<file path="config.mk">
export PLATFORM = sky130hd
export DESIGN_NAME = lcd_bus_receiver
export DESIGN_NICKNAME = d
export VERILOG_FILES = /design/src/rtl/lcd_bus_receiver.sv
export SDC_FILE = /design/constraint.sdc
export NUM_CORES = 1
export LEC_CHECK = 0
export BUFFER_PORTS_ARGS = -buffer_cell sky130_fd_sc_hd__buf_2
export CAP_MARGIN = 20
export CORE_UTILIZATION = 65
export CTS_CLUSTER_SIZE = 12
export DETAILED_ROUTE_END_ITERATION = 16
export PLACE_DENSITY = 0.85
export SLEW_MARGIN = 20
export SYNTH_ARGS = -nofsm -noshare
export SYNTH_HDL_FRONTEND = slang
export SYNTH_SLANG_ARGS = --single-unit
</file>
<file path="constraint.sdc">
create_clock -name SLOW_CLK -period 4.49 [get_ports SLOW_CLK]
set_input_delay 0.2245 -clock SLOW_CLK [delete_from_list [all_inputs] [get_ports SLOW_CLK]]
set_output_delay 0.2245 -clock SLOW_CLK [all_outputs]
set_load 0.01 [all_outputs]
</file>
<file path="src/rtl/lcd_bus_receiver.sv">
// lcd_bus_receiver: pairs 4-bit LCD write-bus nibbles into bytes, decodes the
// HD44780 write subset and keeps a 2-line shadow of the visible DDRAM.
module lcd_bus_receiver #(
   parameter int LINE_LEN = 16
) (
   input  logic       SLOW_CLK,
   input  logic       SYS_RST_N,
   input  logic       LCD_RS,
   input  logic       LCD_RW,
   input  logic       LCD_E,
   input  logic [7:4] LCD_DATA,
   output logic       BYTE_VALID,
   output logic       BYTE_RS,
   output logic [7:0] BYTE_DATA,
   input  logic [4:0] RD_ADDR,
   output logic [7:0] RD_CHAR,
   output logic [6:0] CURSOR_ADDR,
   output logic [2:0] DISP_CTRL,
   output logic [1:0] ERR_FLAGS
);
   localparam logic [0:0] ST_UPPER = 1'b0;
   localparam logic [0:0] ST_LOWER = 1'b1;
   logic       r_e_q;
   logic       r_rs_q;
   logic [3:0] r_d_q;
   logic [0:0] r_phase;
   logic [3:0] r_hi;
   logic       r_hrs;
   logic [6:0] r_ac;
   logic       r_id;
   logic [2:0] r_disp;
   logic [1:0] r_err;
   logic       r_byte_valid;
   logic       r_byte_rs;
   logic [7:0] r_byte_data;
   logic [2*LINE_LEN-1:0] r_valid;
   logic [7:0] r_shadow [0:2*LINE_LEN-1];
   logic       w_strobe;
   logic       w_take;
   logic       w_byte_ok;
   logic [7:0] w_byte;
   logic       w_vis;
   logic [4:0] w_widx;
   logic [6:0] w_ac_nxt;
   logic       w_id_nxt;
   logic [2:0] w_disp_nxt;
   logic       w_clear;
   logic       w_wr;
   // DDRAM counter walks 0x00..0x27 then 0x40..0x67 as one 80-entry ring
   function automatic logic [6:0] f_step(input logic [6:0] a, input logic inc);
      if (inc) return a == 7'h27 ? 7'h40 : a == 7'h67 ? 7'h00 : a + 7'd1;
      return a == 7'h00 ? 7'h67 : a == 7'h40 ? 7'h27 : a - 7'd1;
   endfunction
   assign w_strobe  = r_e_q & ~LCD_E;
   assign w_take    = w_strobe & ~LCD_RW;
   assign w_byte_ok = w_take & (r_phase == ST_LOWER) & (r_rs_q == r_hrs);
   assign w_byte    = {r_hi, r_d_q};
   assign w_vis     = r_ac[5:0] < 6'(LINE_LEN);
   assign w_widx    = {r_ac[6], r_ac[3:0]};
   always_comb begin
      w_ac_nxt   = r_ac;
      w_id_nxt   = r_id;
      w_disp_nxt = r_disp;
      w_clear    = 1'b0;
      w_wr       = 1'b0;
      if (w_byte_ok) begin
         if (r_hrs) begin
            w_wr     = w_vis;
            w_ac_nxt = f_step(r_ac, r_id);
         end else if (w_byte[7]) begin
            w_ac_nxt = w_byte[6:0];
         end else if (w_byte[6:5] == 2'b00) begin
            if (w_byte[4]) begin
               w_ac_nxt = w_byte[3] ? r_ac : f_step(r_ac, w_byte[2]);
            end else if (w_byte[3]) begin
               w_disp_nxt = w_byte[2:0];
            end else if (w_byte[2]) begin
               w_id_nxt = w_byte[1];
            end else if (w_byte[1]) begin
               w_ac_nxt = 7'h00;
            end else if (w_byte[0]) begin
               w_clear  = 1'b1;
               w_ac_nxt = 7'h00;
               w_id_nxt = 1'b1;
            end
         end
      end
   end
   always_ff @(posedge SLOW_CLK or negedge SYS_RST_N) begin
      if (!SYS_RST_N) begin
         r_e_q        <= 1'b0;
         r_rs_q       <= 1'b0;
         r_d_q        <= 4'h0;
         r_phase      <= ST_UPPER;
         r_hi         <= 4'h0;
         r_hrs        <= 1'b0;
         r_ac         <= 7'h00;
         r_id         <= 1'b1;
         r_disp       <= 3'b000;
         r_err        <= 2'b00;
         r_byte_valid <= 1'b0;
         r_byte_rs    <= 1'b0;
         r_byte_data  <= 8'h00;
         r_valid      <= '0;
      end else begin
         r_e_q <= LCD_E;
         if (LCD_E) begin
            r_d_q  <= LCD_DATA;
            r_rs_q <= LCD_RS;
         end
         if (w_take) begin
            if (r_phase == ST_UPPER) begin
               r_hi    <= r_d_q;
               r_hrs   <= r_rs_q;
               r_phase <= ST_LOWER;
            end else begin
               r_phase <= ST_UPPER;
               if (r_rs_q != r_hrs) r_err[1] <= 1'b1;
            end
         end
         if (w_strobe & LCD_RW) r_err[0] <= 1'b1;
         r_byte_valid <= w_byte_ok;
         if (w_byte_ok) begin
            r_byte_rs   <= r_hrs;
            r_byte_data <= w_byte;
         end
         r_ac   <= w_ac_nxt;
         r_id   <= w_id_nxt;
         r_disp <= w_disp_nxt;
         if (w_clear) r_valid <= '0;
         else if (w_wr) r_valid[w_widx] <= 1'b1;
      end
   end
   always_ff @(posedge SLOW_CLK) begin
      if (w_wr) r_shadow[w_widx] <= w_byte;
   end
   assign RD_CHAR     = r_valid[RD_ADDR] ? r_shadow[RD_ADDR] : 8'h20;
   assign BYTE_VALID  = r_byte_valid;
   assign BYTE_RS     = r_byte_rs;
   assign BYTE_DATA   = r_byte_data;
   assign CURSOR_ADDR = r_ac;
   assign DISP_CTRL   = r_disp;
   assign ERR_FLAGS   = r_err;
endmodule

</file>
Yosys cells after proc, flatten, opt, wreduce, memory -nomap -nowiden
Memories as Yosys holds them, arrays and structs flattened.
Index checks and enable logic that the tools add are counted.
W data, S select, Z words.
{"block": "totals", "regBits": 67, "elab_cells": 105, "mem_count": 1, "ramBits": 256, "out_inout_bits": 30, "input_bits": 14}
{"block": "op_classes", "eq_ne": 8, "bitwise_logic": 13, "n_mux": 50, "n_reduce_logical": 12, "addsub": 2, "n_lt_le_gt_ge": 4}
{"memory": "r_shadow", "depth": 32, "width": 8, "rd": 1, "rd_ports_with_merged_regs": 0, "write_ports": 1, "line": "37", "source": "logic [7:0] r_shadow [0:2*LINE_LEN-1];"}
{"operator": "$mux W7", "n": 17}
{"operator": "$mux W32", "n": 2}
{"operator": "$or A32 B32 Y32", "n": 1}
{"operator": "$mux W1", "n": 28}
{"operator": "$eq A7 B7 Y1 const B", "n": 2}
{"operator": "$lt A5 B6 Y1 const B", "n": 2}
{"operator": "$mux W8", "n": 1}
{"operator": "$reduce_and A8 Y1", "n": 1}
{"operator": "$add A7 B1 Y7 const B", "n": 1}
{"operator": "$eq A7 B6 Y1 const B", "n": 1}
{"operator": "$logic_not A7 Y1", "n": 1}
{"operator": "$not A1 Y1", "n": 7}
{"operator": "$sub A7 B1 Y7 const B", "n": 1}
{"operator": "$lt A6 B5 Y1 const B", "n": 1}
{"operator": "$reduce_and A6 Y1", "n": 1}
{"operator": "$and A1 B1 Y1", "n": 5}
{"operator": "$bmux W1 S5", "n": 1}
{"operator": "$demux W1 S5", "n": 1}
{"operator": "$ge A5 B1 Y1 const B", "n": 1}
{"operator": "$reduce_and A5 Y1", "n": 1}
{"operator": "$reduce_bool A5 Y1", "n": 1}
{"operator": "$ne A4 B1 Y1 const B", "n": 1}
{"operator": "$reduce_bool A2 Y1", "n": 2}
{"operator": "$ne A3 B1 Y1 const B", "n": 1}
{"operator": "8 further kinds", "n": 8}

Depth between registers and ports, before layout
{"block": "depth", "depth_word": 12, "mapped_depth": 9, "depth_no_buf": 8}

Worst setup path after synthesis
No wires, ideal clock.
{"block": "synth_timing", "kind": "reg-to-reg", "start": "reg r_d_q[2]", "end": "reg r_ac[5], in the netlist CURSOR_ADDR[5]", "n_path_buf": 1, "setup_ns": 0.140, "synth_period_minus_slack_ns": 2.098, "t_arrival_ns": 1.958, "path_slack_ns": 2.392, "path_stages_with_launch": 8, "t_required_ns": 4.350, "path_cell_list": "dfrtp_1 -> buf_6 -> o21bai_1 -> a2111oi_4 -> o211ai_1 -> o21bai_1 -> a21oi_1 -> a211oi_2"}
{"block": "synth_between", "elab_chain_cells": 12, "elab_cells_between_ends": 14, "classes_between": "eq/ne: 1; mux: 12; reduce/logical: 1"}
{"element": "from (decl)", "line": "25", "source": "logic [3:0] r_d_q;"}
{"element": "from (signal assigned)", "line": "93", "source": "r_d_q <= 4'h0;"}
{"element": "from (signal assigned)", "line": "108", "source": "r_d_q <= LCD_DATA;"}
{"element": "$mux W1", "line": "51", "source": "if (inc) return a == 7'h27 ? 7'h40 : a == 7'h67 ? 7'h00 : a + 7'd1;"}
{"element": "$mux W1", "line": "73", "source": "if (w_byte[4]) begin"}
{"element": "$mux W1", "line": "72", "source": "end else if (w_byte[6:5] == 2'b00) begin"}
{"element": "$mux W1", "line": "70", "source": "end else if (w_byte[7]) begin"}
{"element": "$mux W1", "line": "67", "source": "if (r_hrs) begin"}
{"element": "$mux W1", "line": "66", "source": "if (w_byte_ok) begin"}
{"element": "$mux W7", "line": "52", "source": "return a == 7'h00 ? 7'h67 : a == 7'h40 ? 7'h27 : a - 7'd1;"}
{"element": "$mux W7", "line": "74", "source": "w_ac_nxt = w_byte[3] ? r_ac : f_step(r_ac, w_byte[2]);"}
{"element": "$mux W7", "line": "73"}
{"element": "$mux W7", "line": "72"}
{"element": "$mux W7", "line": "70"}
{"element": "$mux W7", "line": "67"}
{"element": "to (signal assigned)", "line": "127", "source": "r_ac <= w_ac_nxt;"}
{"element": "to (decl)", "line": "29", "source": "logic [6:0] r_ac;"}
Several ways; a longest one is shown, not always the timed one. The select of a mux whose other input is x is not followed.
A chain may end at the register's enable or synchronous reset.

Worst setup path after layout
{"block": "layout_timing", "start": "in RD_ADDR[1]", "end": "out RD_CHAR[7]"}
{"block": "layout_between", "elab_chain_cells": 3, "elab_cells_between_ends": 4, "classes_between": "mux: 3; memory: 1"}
{"element": "from (decl)", "line": "15", "source": "input logic [4:0] RD_ADDR,"}
{"element": "$bmux W1 S5", "line": "137", "source": "assign RD_CHAR = r_valid[RD_ADDR] ? r_shadow[RD_ADDR] : 8'h20;"}
{"element": "$mux W1 (implied by the code)", "line": "137"}
{"element": "$mux W8 *", "line": "137"}
{"element": "to (decl)", "line": "16", "source": "output logic [7:0] RD_CHAR,"}
Mark *: on every way between the ends. The rest lies on a longest branch, timed or not. The select of a mux whose other input is x is not followed.

==> out/results.ini <==
[setup_path]
cp-start-kind = primary input
rr_endpoint = r_shadow[23][7]$_DFFE_PP_
rr_worst_depth = 3
r2r_slack_ns = 1.69
crit_end = RD_CHAR[7]
startpoint = RD_ADDR[1]
cp-end-kind = output port
cp.arrival_ns = 2.65
crit_type = in2out
worstPathRequired_ns = 4.27
cp_max_fo = 33
r2r_start = r_hrs$_DFFE_PN0P_

[detailed_routing]
wl_um = 30900
drc = 0
ant_nets = 0
drtPass1Iterations = 6
wl_per_cell_um = 26.4
dr_total_vias = 7932
drtIter0Drc = 996
via_per_inst = 6.79

[global_route]
grt_busiest_layer = met2
track_usage_pct = 29.7
grt_pass1_wl_um = 47600
grt_pass1_vias = 8054
antenna_found_initial = 0
grt_start_max_net_pins = 68
grt_overflow = 0
met2_usage_pct = 48.7
grt_util_met1_pct = 39.7
grtUsageMet3_pct = 4.35

[cells_and_area]
fin_area_um2 = 14900
fill_cells = 1178
nets = 891
final_util_pct = 73.2
area_growth_pct = 9.42
drive_gt1_share_pct = 18.5

[clocking]
clk_pin_slew_worst_paths_ns = 0.06
cts_tree = yes
clockBufferDepth = 3
cts.sink_count = 323
htree_num_levels = 1
clockRootBuffer = clkbuf_16
post-cts-setup-buffer-count = 0
cts.repair.resized = 0
clkLatencyLatePin_ns = 0.56
cts_made_buffers = 31

[yosys]
synth_cell_types = 64
yosysTopAreaCell = edfxtp_1
yosysWarningCount = 0
postSynthAreaPerCell_um2 = 16.5
ys_seq_elements = 323
syn_inst = 827
ys_seq_area_share_pct = 68.7
ys.flop_type = edfxtp_1
netlist_area_um2 = 13600
synthArstFlopShare_pct = 20.7
syn_nets = 845
synth_top_area_share_pct = 56.4
netlist_top_cells_area = edfxtp_1, dfrtp_1, mux4_2
yosysMostFrequentCell = edfxtp_1
synthTopCellsByCount = edfxtp_1, mux2i_1, dfrtp_1
synth_edf_count = 256

[power]
leakagePower_uw = 0.00542
peakVddDrop_v = 0.000392
powerDensity_nw_per_um2 = 489

[timing]
worst_slew_pin_slew_ns = 1.22
rsz0062_at_grt = false
setup_viol = 0
maxSlewHeadroom_pct = 18.2
final-max-slew-violation-count = 0
final.setup.tns_ns = 0
period_minus_slack_ns = 2.88
fin_skew_ns = 0.00933
finalHoldViolCount = 0
fin_crit_sh_pct = 64.1
fmax_mhz = 348

[outcome]
status = complete, no violations

[min_path]
hold_class = in2async

[placement]
place_congestion = 0.860
dp_hpwl_um = 18700
postPlaceCellArea_um2 = 13900
port_buffers = 43

[flow_run]
drv_cap = 0

[floorplanning]
die_x_um = 147
rows = 52
die_height_um = 147
core_um2 = 20400
initial_utilization_pct = 66.9
dieArea_um2 = 21500
ioPinCount = 44

[final cells by class]
class / count / area [um^2] / share of cell area (%)
clock inverters: 2 / 17.5 / 0.117
repair buffers: 64 / 395 / 2.65
inverters: 7 / 26.3 / 0.176
flip-flops and latches: 323 / 9370 / 62.8
diodes: 1 / 2.50 / 0.0168
clock buffers: 56 / 890 / 5.97
multi-input cells: 446 / 3870 / 26.0
well taps: 270 / 338 / 2.27
[metrics by stage]
| stage | power, uW | setup WS [ns] | instances | hold slack, ns |
|---|---|---|---|---|
| 6_report | 7290 | 1.61 | 1169 | 0.383 |
| 5_1_grt | 7520 | 1.46 | 1168 | 0.453 |
| 4_1_cts | 7270 | 1.32 | 1168 | 0.426 |
| 3_5_place_dp | 4940 | 1.34 | 1102 | 0.456 |
| 3_3_place_gp | 4870 | 1.54 | 1102 | 0.447 |
| 2_1_floorplan | 4540 | 2.39 | 827 | -0.0711 |
[sequential cells by signal (all words and copies together) (netlist names)]
name and flops:
BYTE_DATA 8, BYTE_RS 1, BYTE_VALID 1, CURSOR_ADDR 7
DISP_CTRL 3, ERR_FLAGS 2, r_d_q 4, r_e_q 1
r_hi 4, r_hrs 1, r_id 1, r_phase 1
r_rs_q 1, r_shadow 256, r_valid 32
[routing by layer]
layer	vias to the layer above	share of wire (%)
li1	3349	-
met1	4054	38
met2	455	50
met3	74	7.8
met4	0	4.1
met5	-	0
[worst max-delay path, stage by stage]
cell and delay [ns]:
buf_2 0.61, buf_4 0.40, nor2b_1 0.59, a221o_1 0.30
a21oi_1 0.10, o211a_1 0.24, buf_2 0.14
[worst min path at each step]
stage                                           to   startpoint  slack [ns]  cells after the start
after floorplan           BYTE_DATA[0]$_DFFE_PN0P_    SYS_RST_N       -0.07                      0
after global placement    ERR_FLAGS[1]$_DFFE_PN0P_    SYS_RST_N        0.45                      2
after detailed placement  ERR_FLAGS[1]$_DFFE_PN0P_    SYS_RST_N        0.46                      2
after CTS                 ERR_FLAGS[1]$_DFFE_PN0P_    SYS_RST_N        0.43                      3
after global routing          r_d_q[2]$_DFFE_PN0P_  LCD_DATA[6]        0.45                      3
final                     ERR_FLAGS[1]$_DFFE_PN0P_    SYS_RST_N        0.38                      3
[logic make-up (layout without fill, tap and decap cells)]
group,Yosys count,after routing,synth area share (%)
compound gates,160,160,9.26
xor+xnor,11,11,0.707
fa+ha+maj,4,4,0.367
buf+inv,58,129,2.88
flops,323,323,68.7
mux,123,123,12.8
other cells,0,1,0
simple gates,148,148,5.26
[layout by cell type (no fill, tap or decap), drive strengths merged, types with 5 or more instances in the layout]
cell	n
edfxtp	256
mux2i	69
dfrtp	66
buf	56
clkbuf	56
nand2	46
nor2	43
mux4	39
o21a	34
o21ai	27
a21oi	25
a221oi	23
mux2	15
nand3	14
nor3	13
a22oi	9
a221o	8
o211a	8
dlygate4sd3	8
xor2	6
nand3b	6
o211ai	6
inv	6
xnor2	5
nor2b	5
[timing repair]
| action | 4_1_cts | 5_1_grt |
|---|---|---|
| setup endpoints to repair | 0 | 0 |
| endpoints found under the hold margin | 73 | 0 |
| hold buffers | 8 | 0 |
[where the power goes]
| part | switching, uW | internal [uW] | total (uW) | leakage (uW) |
|---|---|---|---|---|
| Sequential | 279 | 3550 | 3830 | 0.00318 |
| Combinational | 693 | 405 | 1100 | 0.00180 |
| Clock | 1040 | 1330 | 2370 | 0.000432 |
Note: power is estimated with default switching activity, not from simulation.
